## config.mk

```make
export PLATFORM = sky130hd
export DESIGN_NAME = exhaust_mode_scheduler
export DESIGN_NICKNAME = d
export VERILOG_FILES = /design/src/rtl/exhaust_mode_scheduler.sv
export SDC_FILE = /design/constraint.sdc
export NUM_CORES = 1
export LEC_CHECK = 0
export BUFFER_PORTS_ARGS = -buffer_cell sky130_fd_sc_hd__buf_2
export CORE_UTILIZATION = 52
export DETAILED_ROUTE_END_ITERATION = 7
export HOLD_SLACK_MARGIN = 0.08
export PLACE_DENSITY = 0.78
export SLEW_MARGIN = 40
export SYNTH_ARGS = -nofsm -noshare
export SYNTH_HDL_FRONTEND = slang
export SYNTH_SLANG_ARGS = --single-unit
```

## constraint.sdc

```tcl
create_clock -name clk -period 2.6 [get_ports clk]
set_clock_uncertainty 0.15 [all_clocks]
set_input_delay 0 -clock clk [delete_from_list [all_inputs] [get_ports clk]]
set_output_delay 0 -clock clk [all_outputs]
set_load 0.005 [all_outputs]
```

## src/rtl/exhaust_mode_scheduler.sv

```systemverilog
// Range hood exhaust mode scheduler: key-driven fan modes with timed
// hurricane, self-clean and delayed-off states counted down by a 1 s tick.
module exhaust_mode_scheduler #(
    parameter int HURRICANE_SEC = 60,
    parameter int CLEAN_SEC     = 180,
    parameter int OFF_DELAY_SEC = 60
) (
    input  logic       clk,
    input  logic       rst,
    input  logic       power_key,
    input  logic       first_key,
    input  logic       second_key,
    input  logic       third_key,
    input  logic       clean_key,
    input  logic       tick_1s,
    output logic [2:0] current_mode,
    output logic [1:0] fan_speed,
    output logic [7:0] remaining_sec,
    output logic       third_used,
    output logic       clean_done
);

    if (HURRICANE_SEC < 1 || HURRICANE_SEC > 255 ||
        CLEAN_SEC     < 1 || CLEAN_SEC     > 255 ||
        OFF_DELAY_SEC < 1 || OFF_DELAY_SEC > 255) begin : g_bad_param
        $error("exhaust_mode_scheduler: durations must lie in 1..255");
    end

    typedef enum logic [2:0] {
        MODE_OFF      = 3'd0,
        MODE_STANDBY  = 3'd1,
        MODE_FIRST    = 3'd2,
        MODE_SECOND   = 3'd3,
        MODE_THIRD    = 3'd4,
        MODE_CLEAN    = 3'd5,
        MODE_WAIT_OFF = 3'd6
    } mode_e;

    mode_e      mode_q, mode_d;
    logic [1:0] fan_q, fan_d;
    logic [7:0] remaining_q, remaining_d;
    logic       third_used_q, third_used_d;
    logic       clean_done_q, clean_done_d;
    logic       expire;
    logic       count;

    // A tick with one second left is the expiry event, never a plain decrement.
    assign expire = tick_1s && (remaining_q == 8'd1);
    assign count  = tick_1s && (remaining_q > 8'd1);

    always_comb begin
        mode_d       = mode_q;
        remaining_d  = remaining_q;
        third_used_d = third_used_q;
        clean_done_d = 1'b0;

        // Within each mode, only keys that mode honours compete for priority.
        unique case (mode_q)
            MODE_OFF: begin
                if (power_key) mode_d = MODE_STANDBY;
            end
            MODE_STANDBY: begin
                if (power_key) begin
                    mode_d = MODE_OFF;
                end else if (clean_key) begin
                    mode_d      = MODE_CLEAN;
                    remaining_d = 8'(CLEAN_SEC);
                end else if (third_key && !third_used_q) begin
                    mode_d       = MODE_THIRD;
                    remaining_d  = 8'(HURRICANE_SEC);
                    third_used_d = 1'b1;
                end else if (second_key) begin
                    mode_d = MODE_SECOND;
                end else if (first_key) begin
                    mode_d = MODE_FIRST;
                end
            end
            MODE_FIRST, MODE_SECOND: begin
                if (power_key) begin
                    mode_d = MODE_OFF;
                end else if (third_key && !third_used_q) begin
                    mode_d       = MODE_THIRD;
                    remaining_d  = 8'(HURRICANE_SEC);
                    third_used_d = 1'b1;
                end else if (second_key) begin
                    mode_d = MODE_SECOND;
                end else if (first_key) begin
                    mode_d = MODE_FIRST;
                end
            end
            MODE_THIRD: begin
                if (power_key) begin
                    mode_d      = MODE_WAIT_OFF;
                    remaining_d = 8'(OFF_DELAY_SEC);
                end else if (expire) begin
                    mode_d = MODE_SECOND;
                end else if (count) begin
                    remaining_d = remaining_q - 8'd1;
                end
            end
            MODE_WAIT_OFF: begin
                if (expire) begin
                    mode_d = MODE_OFF;
                end else if (count) begin
                    remaining_d = remaining_q - 8'd1;
                end
            end
            MODE_CLEAN: begin
                if (power_key) begin
                    mode_d = MODE_OFF;
                end else if (expire) begin
                    mode_d       = MODE_STANDBY;
                    clean_done_d = 1'b1;
                end else if (count) begin
                    remaining_d = remaining_q - 8'd1;
                end
            end
            default: begin
                mode_d = MODE_OFF;
            end
        endcase

        if (mode_d == MODE_OFF) third_used_d = 1'b0;

        unique case (mode_d)
            MODE_OFF, MODE_STANDBY, MODE_FIRST, MODE_SECOND: remaining_d = 8'd0;
            default: ;
        endcase

        unique case (mode_d)
            MODE_FIRST:                fan_d = 2'd1;
            MODE_SECOND, MODE_WAIT_OFF: fan_d = 2'd2;
            MODE_THIRD:                fan_d = 2'd3;
            default:                   fan_d = 2'd0;
        endcase
    end

    always_ff @(posedge clk) begin
        if (rst) begin
            mode_q       <= MODE_OFF;
            fan_q        <= 2'd0;
            remaining_q  <= 8'd0;
            third_used_q <= 1'b0;
            clean_done_q <= 1'b0;
        end else begin
            mode_q       <= mode_d;
            fan_q        <= fan_d;
            remaining_q  <= remaining_d;
            third_used_q <= third_used_d;
            clean_done_q <= clean_done_d;
        end
    end

    assign current_mode  = mode_q;
    assign fan_speed     = fan_q;
    assign remaining_sec = remaining_q;
    assign third_used    = third_used_q;
    assign clean_done    = clean_done_q;

endmodule

```

==> results of run 1 <==
==> registers in the layout, summed over array words and instances (netlist names) <==
signal and cells:
third_used 1, remaining_sec 8, fan_speed 2, current_mode 3, clean_done 1
==> routing by layer <==
metal  part of all wire (%)  vias to the layer above
li1                       -                      520
met1                     46                      482
met2                     45                       42
met3                    6.5                        7
met4                    1.8                        0
met5                      0                        -
==> kinds of logic after synthesis <==
kind of cell,after synthesis,synth area share (%)
flip-flops,15,30.4
buffers and inverters,14,6.21
AO/OA/AOI/OAI,45,33.1
adder cells (fa/ha/maj),2,2.53
multiplexers,2,2.15
AND/OR/NAND/NOR,49,25.6
==> timing repair <==
item / 4_1_cts / 5_1_grt
resized for setup: 0 / 0
hold buffers: 5 / 0
endpoints found under the hold margin: 11 / 0
==> stage by stage <==
step	instance area [µm²]	hold slack, ns	util, %
floorplan	987	-0.0854	-
global placement	1100	0.116	62.9
detailed placement	1100	0.112	62.9
CTS	1170	0.149	67.3
global route	1170	0.186	67.3
finish	1170	0.142	67.3
==> synthesized netlist by cell type <==
library cell	n
o31a_1	1
a21boi_0	2
o21bai_1	2
o41ai_2	1
mux2i_1	1
inv_1	8
a22oi_1	2
o311a_1	1
nor2_1	15
o22a_1	1
or4bb_1	1
nor2b_1	3
o31ai_1	2
a211oi_1	4
a311oi_1	2
buf_6	1
o211ai_1	2
ha_1	2
a211oi_2	2
dfxtp_1	15
a21oi_1	8
o211a_1	1
nand2b_1	6
or3_1	1
or3b_1	1
clkbuf_1	4
or4_1	1
o221ai_1	1
nor3_1	6
nand2_1	7
or2_2	3
mux2_2	1
o21ai_0	9
a21o_1	1
nand4_1	1
o21a_1	2
buf_2	1
o32ai_1	1
nor4_1	4
==> critical path: stages (launching register included) <==
cell	delay [ns]
dfxtp_1	0.39
or4_1	0.67
or3_1	0.40
a211oi_2	0.33
nor2_1	0.13
a211oi_1	0.22
==> worst max path at each step <==
stage,start,to,depth (start not counted)
after global routing,remaining_sec[4]$_SDFFE_PP0P_,third_used$_SDFFE_PP0P_,5
after CTS,remaining_sec[4]$_SDFFE_PP0P_,remaining_sec[7]$_SDFFE_PP0P_,5
final,remaining_sec[4]$_SDFFE_PP0P_,third_used$_SDFFE_PP0P_,5
after global placement,remaining_sec[4]$_SDFFE_PP0P_,remaining_sec[7]$_SDFFE_PP0P_,5
after detailed placement,remaining_sec[4]$_SDFFE_PP0P_,remaining_sec[7]$_SDFFE_PP0P_,5
after floorplan,remaining_sec[4]$_SDFFE_PP0P_,remaining_sec[7]$_SDFFE_PP0P_,7
==> final cells by class <==
cell class | count | area share, %
Clock buffer | 3 | 1.92
Clock inverter | 1 | 0.426
Inverter | 8 | 2.56
Multi-Input combinational cell | 98 | 53.2
Sequential cell | 15 | 25.6
Tap cell | 25 | 2.66
Timing Repair Buffer | 27 | 13.6
==> power by group through the flow <==
stage | sequential, mW | clock, mW | combinational (mW)
after floorplan | 0.265 | 0 | 0.119
after global placement | 0.274 | 0 | 0.150
after detailed placement | 0.276 | 0 | 0.153
after CTS | 0.270 | 0.141 | 0.160
after global routing | 0.275 | 0.154 | 0.177
final | 0.271 | 0.142 | 0.161
==> out/metrics.cfg, run 1 <==
[clock_network]
path_clk_slew_ns = 0.10
cts_setup_buffers = 0
clock_path_buffers = 2
cts_tree = done
cts.root.buffer_cell = clkbuf_4
cts.sinks = 15
insertion_delay_ns = 0.30
numCtsBuffers = 3
htreeDepth = 1

[worst_hold_path]
hold_end = fan_speed[0]$_SDFF_PP0_
min-delay-start = first_key
hold_class = in2reg
whs_path_depth = 5

[sta]
fmax_ghz = 0.423
fin_crit_sh_pct = 90.9
fin_crit_ns = 2.36
drv_slew = 0
rsz0062_at_grt = false
setup_viol = 0
max_slew_margin_pct = 50.9
tns_ns = 0
final.setup.worst_slack_ns = 0.238
worst_pin_slew_ns = 0.729
final_hold_viol_count = 0

[die]
fp.dieArea_mm2 = 0.00208
coreArea_mm2 = 0.00175
die_x_um = 45.6
rows = 15
ioPinCount = 23
die_h_um = 45.6
initial_core_util_pct = 56.6

[power_and_ir_drop]
cellPowerDensity_mw_per_mm2 = 489
p_leak_nw = 0.494
combPwrFrac_pct = 28.1
p_int_uw = 374
ir_worst_vdd_uv = 442
seqPwrFrac_pct = 47.2
p_switching_uw = 201
power_uw = 575
clkPwrFrac_pct = 24.7
swShare_pct = 34.9

[routing]
post_drt_wl_per_cell_um = 13.8
avgViaCountPerCell = 5.94
dr.pass1.iters = 4
ant_nets = 0
route.detailed.drc = 0
vias = 1051
initialDrtViolationCount = 32
finalWirelength_um = 2440

[placed_design]
placed_cells_incl_taps = 168
port_buffers = 22
gp_congestion = 0.860
place_ws_ns = 0.272
dp_hpwl_um = 1800

[global_route]
grt_usage_pct = 25.8
grt_pass1_wl_um = 3710
overflow = 0
antenna_found_initial = 0
first_global_vias = 828
grt_most_used_layer = met2
grtUsageMet1_pct = 35.3
grt_start_max_net_pins = 18
use_met3_pct = 4.76
grtUsageMet2_pct = 37.7

[worst_setup_path]
r2r_start = remaining_sec[4]$_SDFFE_PP0P_
rr_worst_depth = 5
arrival_ns = 2.43
path_class = reg2reg
cp_max_fo = 10
critPathCaptureType = flip-flop
cp.required_ns = 2.67
cp-start-kind = flip-flop
r2r_slack_ns = 0.24
r2r-end = third_used$_SDFFE_PP0P_

[layout]
seqCellArea_um2 = 300
fillCellCount = 162
fin_nets = 163
layout_commonest_cell = buf_2
layout_common_cells = 22 x buf_2, 15 x nor2_1, 15 x dfxtp_1, 9 x o21ai_0
multi_input_area_um2 = 626
post_layout_nonfiller_instances = 177
syn_to_final_growth_pct = 19.0
drive_above_1_share_pct = 21.7
diodes = 0

[synth]
ys_seq_area_share_pct = 30.4
synthesis.nets = 137
netlist_area_um2 = 987
ys_top_cells_by_area = dfxtp_1 30%, nor2_1 5.7%, o21ai_0 4.6%
synthDistinctLibCells = 39
synth_warnings = 0
synth_top_area_share_pct = 30.4
synth_cells = 127
avgSynthCellArea_um2 = 7.77
yosys_register_bits = 15
yosysTopAreaCell = dfxtp_1

[outcome]
outcome = finished clean

[run]
cap_violations = 0

Power figures use the tool's default switching activity.
==> run 2: changes to the inputs <==
- CORE_UTILIZATION: 52 -> 30
- PLACE_DENSITY: 0.78 -> unset
==> out/metrics.cfg, run 2 (synthesis gave the netlist of run 1 again) <==
[placed_design]
dp_hpwl_um = 1760
dpl_cell_area_mm2 = 0.00113
place_ws_ns = 0.240
gp_congestion = 0.816
port_buffers = 22
placed_cells_incl_taps = 188

[sta]
final_hold_viol_count = 0
worst_pin_slew_ns = 0.646
tns_ns = 0
hold_ws_ns = 0.187
drv_slew = 0
final.setup.worst_slack_ns = 0.228
fmax_ghz = 0.422
rsz0062_at_grt = false
setup_viol = 0
fin_crit_sh_pct = 91.2
max_slew_margin_pct = 56.5
fin_crit_ns = 2.37

[layout]
largest_register_ffs = 8
fin_util_pct = 39.2
layout_commonest_cell = buf_2
syn_to_final_growth_pct = 22.2
layout_common_cells = 22 x buf_2, 15 x nor2_1, 15 x dfxtp_1, 9 x o21ai_0
fillCellCount = 327
diodes = 0
fin_nets = 164
drive_above_1_share_pct = 22.2
fin_area_mm2 = 0.00121
post_layout_nonfiller_instances = 197

[power_and_ir_drop]
ir_worst_vdd_uv = 332
power_uw = 567
cellPowerDensity_mw_per_mm2 = 470
p_leak_nw = 0.500

[routing]
vias = 1024
avgViaCountPerCell = 5.20
finalWirelength_um = 2400
initialDrtViolationCount = 31
post_drt_wl_per_cell_um = 12.2
route.detailed.drc = 0
ant_nets = 0
dr.pass1.iters = 4

[global_route]
first_global_vias = 887
grt_start_max_net_pins = 18
grt_pass1_wl_um = 3970
overflow = 0
grt_usage_pct = 15.1
antenna_found_initial = 0

[die]
initial_core_util_pct = 32.1
die_h_um = 59.4
die_x_um = 59.4
ioPinCount = 23
rows = 20
coreArea_mm2 = 0.00308
fp.dieArea_mm2 = 0.00352

[clock_network]
cts.root.buffer_cell = clkbuf_4
cts_tree = done
path_clk_slew_ns = 0.09
cts_resized = 0
insertion_delay_ns = 0.28
clock_path_buffers = 2
numCtsBuffers = 3
htreeDepth = 1
cts.sinks = 15

[worst_setup_path]
cp.required_ns = 2.62
arrival_ns = 2.39
cp_max_fo = 10
r2r-end = remaining_sec[7]$_SDFFE_PP0P_
r2r_start = remaining_sec[4]$_SDFFE_PP0P_
rr_worst_depth = 5
cp-start-kind = flip-flop
path_class = reg2reg
r2r_slack_ns = 0.23
critPathCaptureType = flip-flop

[worst_hold_path]
hold_class = in2reg
hold_end = fan_speed[0]$_SDFF_PP0_
min-delay-start = first_key
whs_path_depth = 5

[run]
cap_violations = 0

[outcome]
outcome = finished clean

## run 2: cell count changes in the layout (fill, tap and decap cells not counted)
cell / delta
buf_4: +1
## run 2: layer usage
layer	vias to the layer above	part of all wire, %	wire [µm]	track usage [%]
li1	520	-	-	-
met1	475	47	1130	20.7
met2	25	46	1100	22.2
met3	4	4.9	117	2.84
met4	0	2.1	50	8.50
met5	-	0	0	0
## run 2: area by class of cell
class / instances / area (µm²) / area share (%)
inverter: 8 / 30.0 / 2.49
clock buffer: 3 / 22.5 / 1.87
multi-input combinational: 98 / 626 / 51.9
clock inverter: 1 / 5.00 / 0.415
timing repair buffer: 28 / 168 / 13.9
sequential: 15 / 300 / 24.9
tap: 44 / 55.1 / 4.56
## run 2: worst max-delay path, stage by stage (launching register included)
cell and delay, ns:
dfxtp_1 0.39, or4_1 0.68, o211ai_1 0.37, mux2_2 0.38, a211oi_1 0.22, nor2_1 0.06
## run 2: where the power goes
part / internal, mW / switching [mW] / leakage (nW)
clock network: 0.0570 / 0.0749 / 0.0177
registers: 0.245 / 0.0264 / 0.122
logic: 0.0744 / 0.0898 / 0.360
total: 0.376 / 0.191 / 0.500
## run 2: worst max-delay path by stage
stage	slack, ns	startpoint	to	cells after the start
3_5_place_dp	0.24	remaining_sec[4]$_SDFFE_PP0P_	remaining_sec[7]$_SDFFE_PP0P_	5
4_1_cts	0.22	remaining_sec[4]$_SDFFE_PP0P_	remaining_sec[7]$_SDFFE_PP0P_	5
5_1_grt	0.11	remaining_sec[4]$_SDFFE_PP0P_	remaining_sec[7]$_SDFFE_PP0P_	5
6_report	0.23	remaining_sec[4]$_SDFFE_PP0P_	remaining_sec[7]$_SDFFE_PP0P_	5
3_3_place_gp	0.30	remaining_sec[4]$_SDFFE_PP0P_	remaining_sec[7]$_SDFFE_PP0P_	5
2_1_floorplan	0.34	remaining_sec[4]$_SDFFE_PP0P_	remaining_sec[7]$_SDFFE_PP0P_	7
## run 2: repair_timing
action | CTS | global route
endpoints found under the hold margin | 11 | 0
buffers inserted | 0 | 0
hold buffers | 5 | 0
==> run 3: changes to the inputs <==
- GPL_TIMING_DRIVEN: unset -> 0
==> out/metrics.cfg, run 3 (synthesis gave the netlist of run 1 again) <==
[outcome]
outcome = finished clean

[routing]
dr.pass1.iters = 4
ant_nets = 0
finalWirelength_um = 2500
route.detailed.drc = 0
post_drt_wl_per_cell_um = 12.4
avgViaCountPerCell = 5.21
vias = 1053
initialDrtViolationCount = 34

[clock_network]
insertion_delay_ns = 0.30
cts_tree = done
cts.sinks = 15
numCtsBuffers = 3
cts.root.buffer_cell = clkbuf_4
cts_setup_buffers = 0
clock_path_buffers = 2
path_clk_slew_ns = 0.11
cts_resized = 0
htreeDepth = 1

[layout]
seqCellArea_um2 = 300
fin_util_pct = 40.0
diodes = 0
largest_register_ffs = 8
layout_common_cells = 23 x buf_2, 15 x nor2_1, 15 x dfxtp_1, 9 x o21ai_0
fillCellCount = 318
multi_input_area_um2 = 626
syn_to_final_growth_pct = 24.6
drive_above_1_share_pct = 22.2
fin_nets = 169
layout_commonest_cell = buf_2
post_layout_nonfiller_instances = 202

[sta]
setup_viol = 0
max_slew_margin_pct = 54.3
fin_crit_ns = 2.44
worst_pin_slew_ns = 0.678
fin_crit_sh_pct = 94.0
drv_slew = 0
final_hold_viol_count = 0
tns_ns = 0
fmax_ghz = 0.409
rsz0062_at_grt = false

[worst_setup_path]
path_class = reg2reg
cp.required_ns = 2.67
critPathCaptureType = flip-flop
arrival_ns = 2.51
rr_worst_depth = 7
r2r-end = third_used$_SDFFE_PP0P_
r2r_start = remaining_sec[4]$_SDFFE_PP0P_
r2r_slack_ns = 0.16
cp-start-kind = flip-flop
cp_max_fo = 9

[die]
die_h_um = 59.4
die_x_um = 59.4
rows = 20
coreArea_mm2 = 0.00308
ioPinCount = 23
fp.dieArea_mm2 = 0.00352
initial_core_util_pct = 32.1

[power_and_ir_drop]
ir_worst_vdd_uv = 275
cellPowerDensity_mw_per_mm2 = 475
p_leak_nw = 0.510

[placed_design]
port_buffers = 22
placed_cells_incl_taps = 193
dp_hpwl_um = 1840
gp_congestion = 0.884

[global_route]
first_global_vias = 904
grtUsageMet2_pct = 23.9
overflow = 0
grt_pass1_wl_um = 4060
grtUsageMet1_pct = 20.3
antenna_found_initial = 0
grt_most_used_layer = met2
grt_start_max_net_pins = 11
use_met3_pct = 2.62
grt_usage_pct = 15.3

[worst_hold_path]
whs_path_depth = 5
hold_end = fan_speed[0]$_SDFF_PP0_
hold_class = in2reg
min-delay-start = first_key

[run]
cap_violations = 0

==> run 3: layout make-up <==
class | count | area share, %
inverter | 8 | 2.44
clock inverter | 1 | 0.407
buffer | 6 | 2.54
clock buffer | 3 | 1.83
multi-input combinational | 98 | 50.9
timing repair buffer | 27 | 13.0
tap | 44 | 4.48
sequential | 15 | 24.4
==> run 3: worst max-delay path, stage by stage (launching register included) <==
cell	delay, ns
dfxtp_1	0.33
buf_6	0.13
or4_1	0.50
buf_2	0.17
or3_1	0.36
a211oi_2	0.33
nor2_1	0.14
a211oi_1	0.26
==> run 3: how the worst max path moves through the flow <==
stage / from / to / slack, ns / cells after the start
after floorplan: remaining_sec[4]$_SDFFE_PP0P_ / remaining_sec[7]$_SDFFE_PP0P_ / 0.34 / 7
after global placement: remaining_sec[4]$_SDFFE_PP0P_ / remaining_sec[7]$_SDFFE_PP0P_ / 0.20 / 7
after detailed placement: remaining_sec[4]$_SDFFE_PP0P_ / third_used$_SDFFE_PP0P_ / 0.18 / 7
after CTS: remaining_sec[4]$_SDFFE_PP0P_ / third_used$_SDFFE_PP0P_ / 0.15 / 7
after global routing: current_mode[1]$_SDFF_PP0_ / remaining_sec[1]$_SDFFE_PP0P_ / 0.01 / 6
final: remaining_sec[4]$_SDFFE_PP0P_ / third_used$_SDFFE_PP0P_ / 0.16 / 7
==> run 3: repair_timing <==
item                                   4_1_cts  5_1_grt
endpoints found under the hold margin       11        0
hold buffers                                 5        0
setup endpoints to repair                    0        0
==> run 3: report_power, final <==
part	switching [mW]	leakage (nW)	internal (mW)
logic	0.101	0.371	0.0769
registers	0.0163	0.122	0.245
clock network	0.0878	0.0177	0.0574
==> run 3: routing by layer <==
| metal | up-vias | wire length, µm |
|---|---|---|
| li1 | 533 | - |
| met4 | 0 | 54 |
| met3 | 7 | 81 |
| met2 | 23 | 1140 |
| met5 | - | 0 |
| met1 | 490 | 1220 |
==> run 3: per-stage QoR <==
step / setup WS (ns) / instance area [µm²] / hold WS [ns] / total power [mW]
after CTS: 0.152 / 1230 / 0.142 / 0.581
after global placement: 0.203 / 1150 / 0.114 / 0.434
final: 0.155 / 1230 / 0.133 / 0.584
after global routing: 0.0106 / 1230 / 0.211 / 0.618
after detailed placement: 0.180 / 1150 / 0.119 / 0.437
after floorplan: 0.337 / 987 / -0.0854 / 0.383
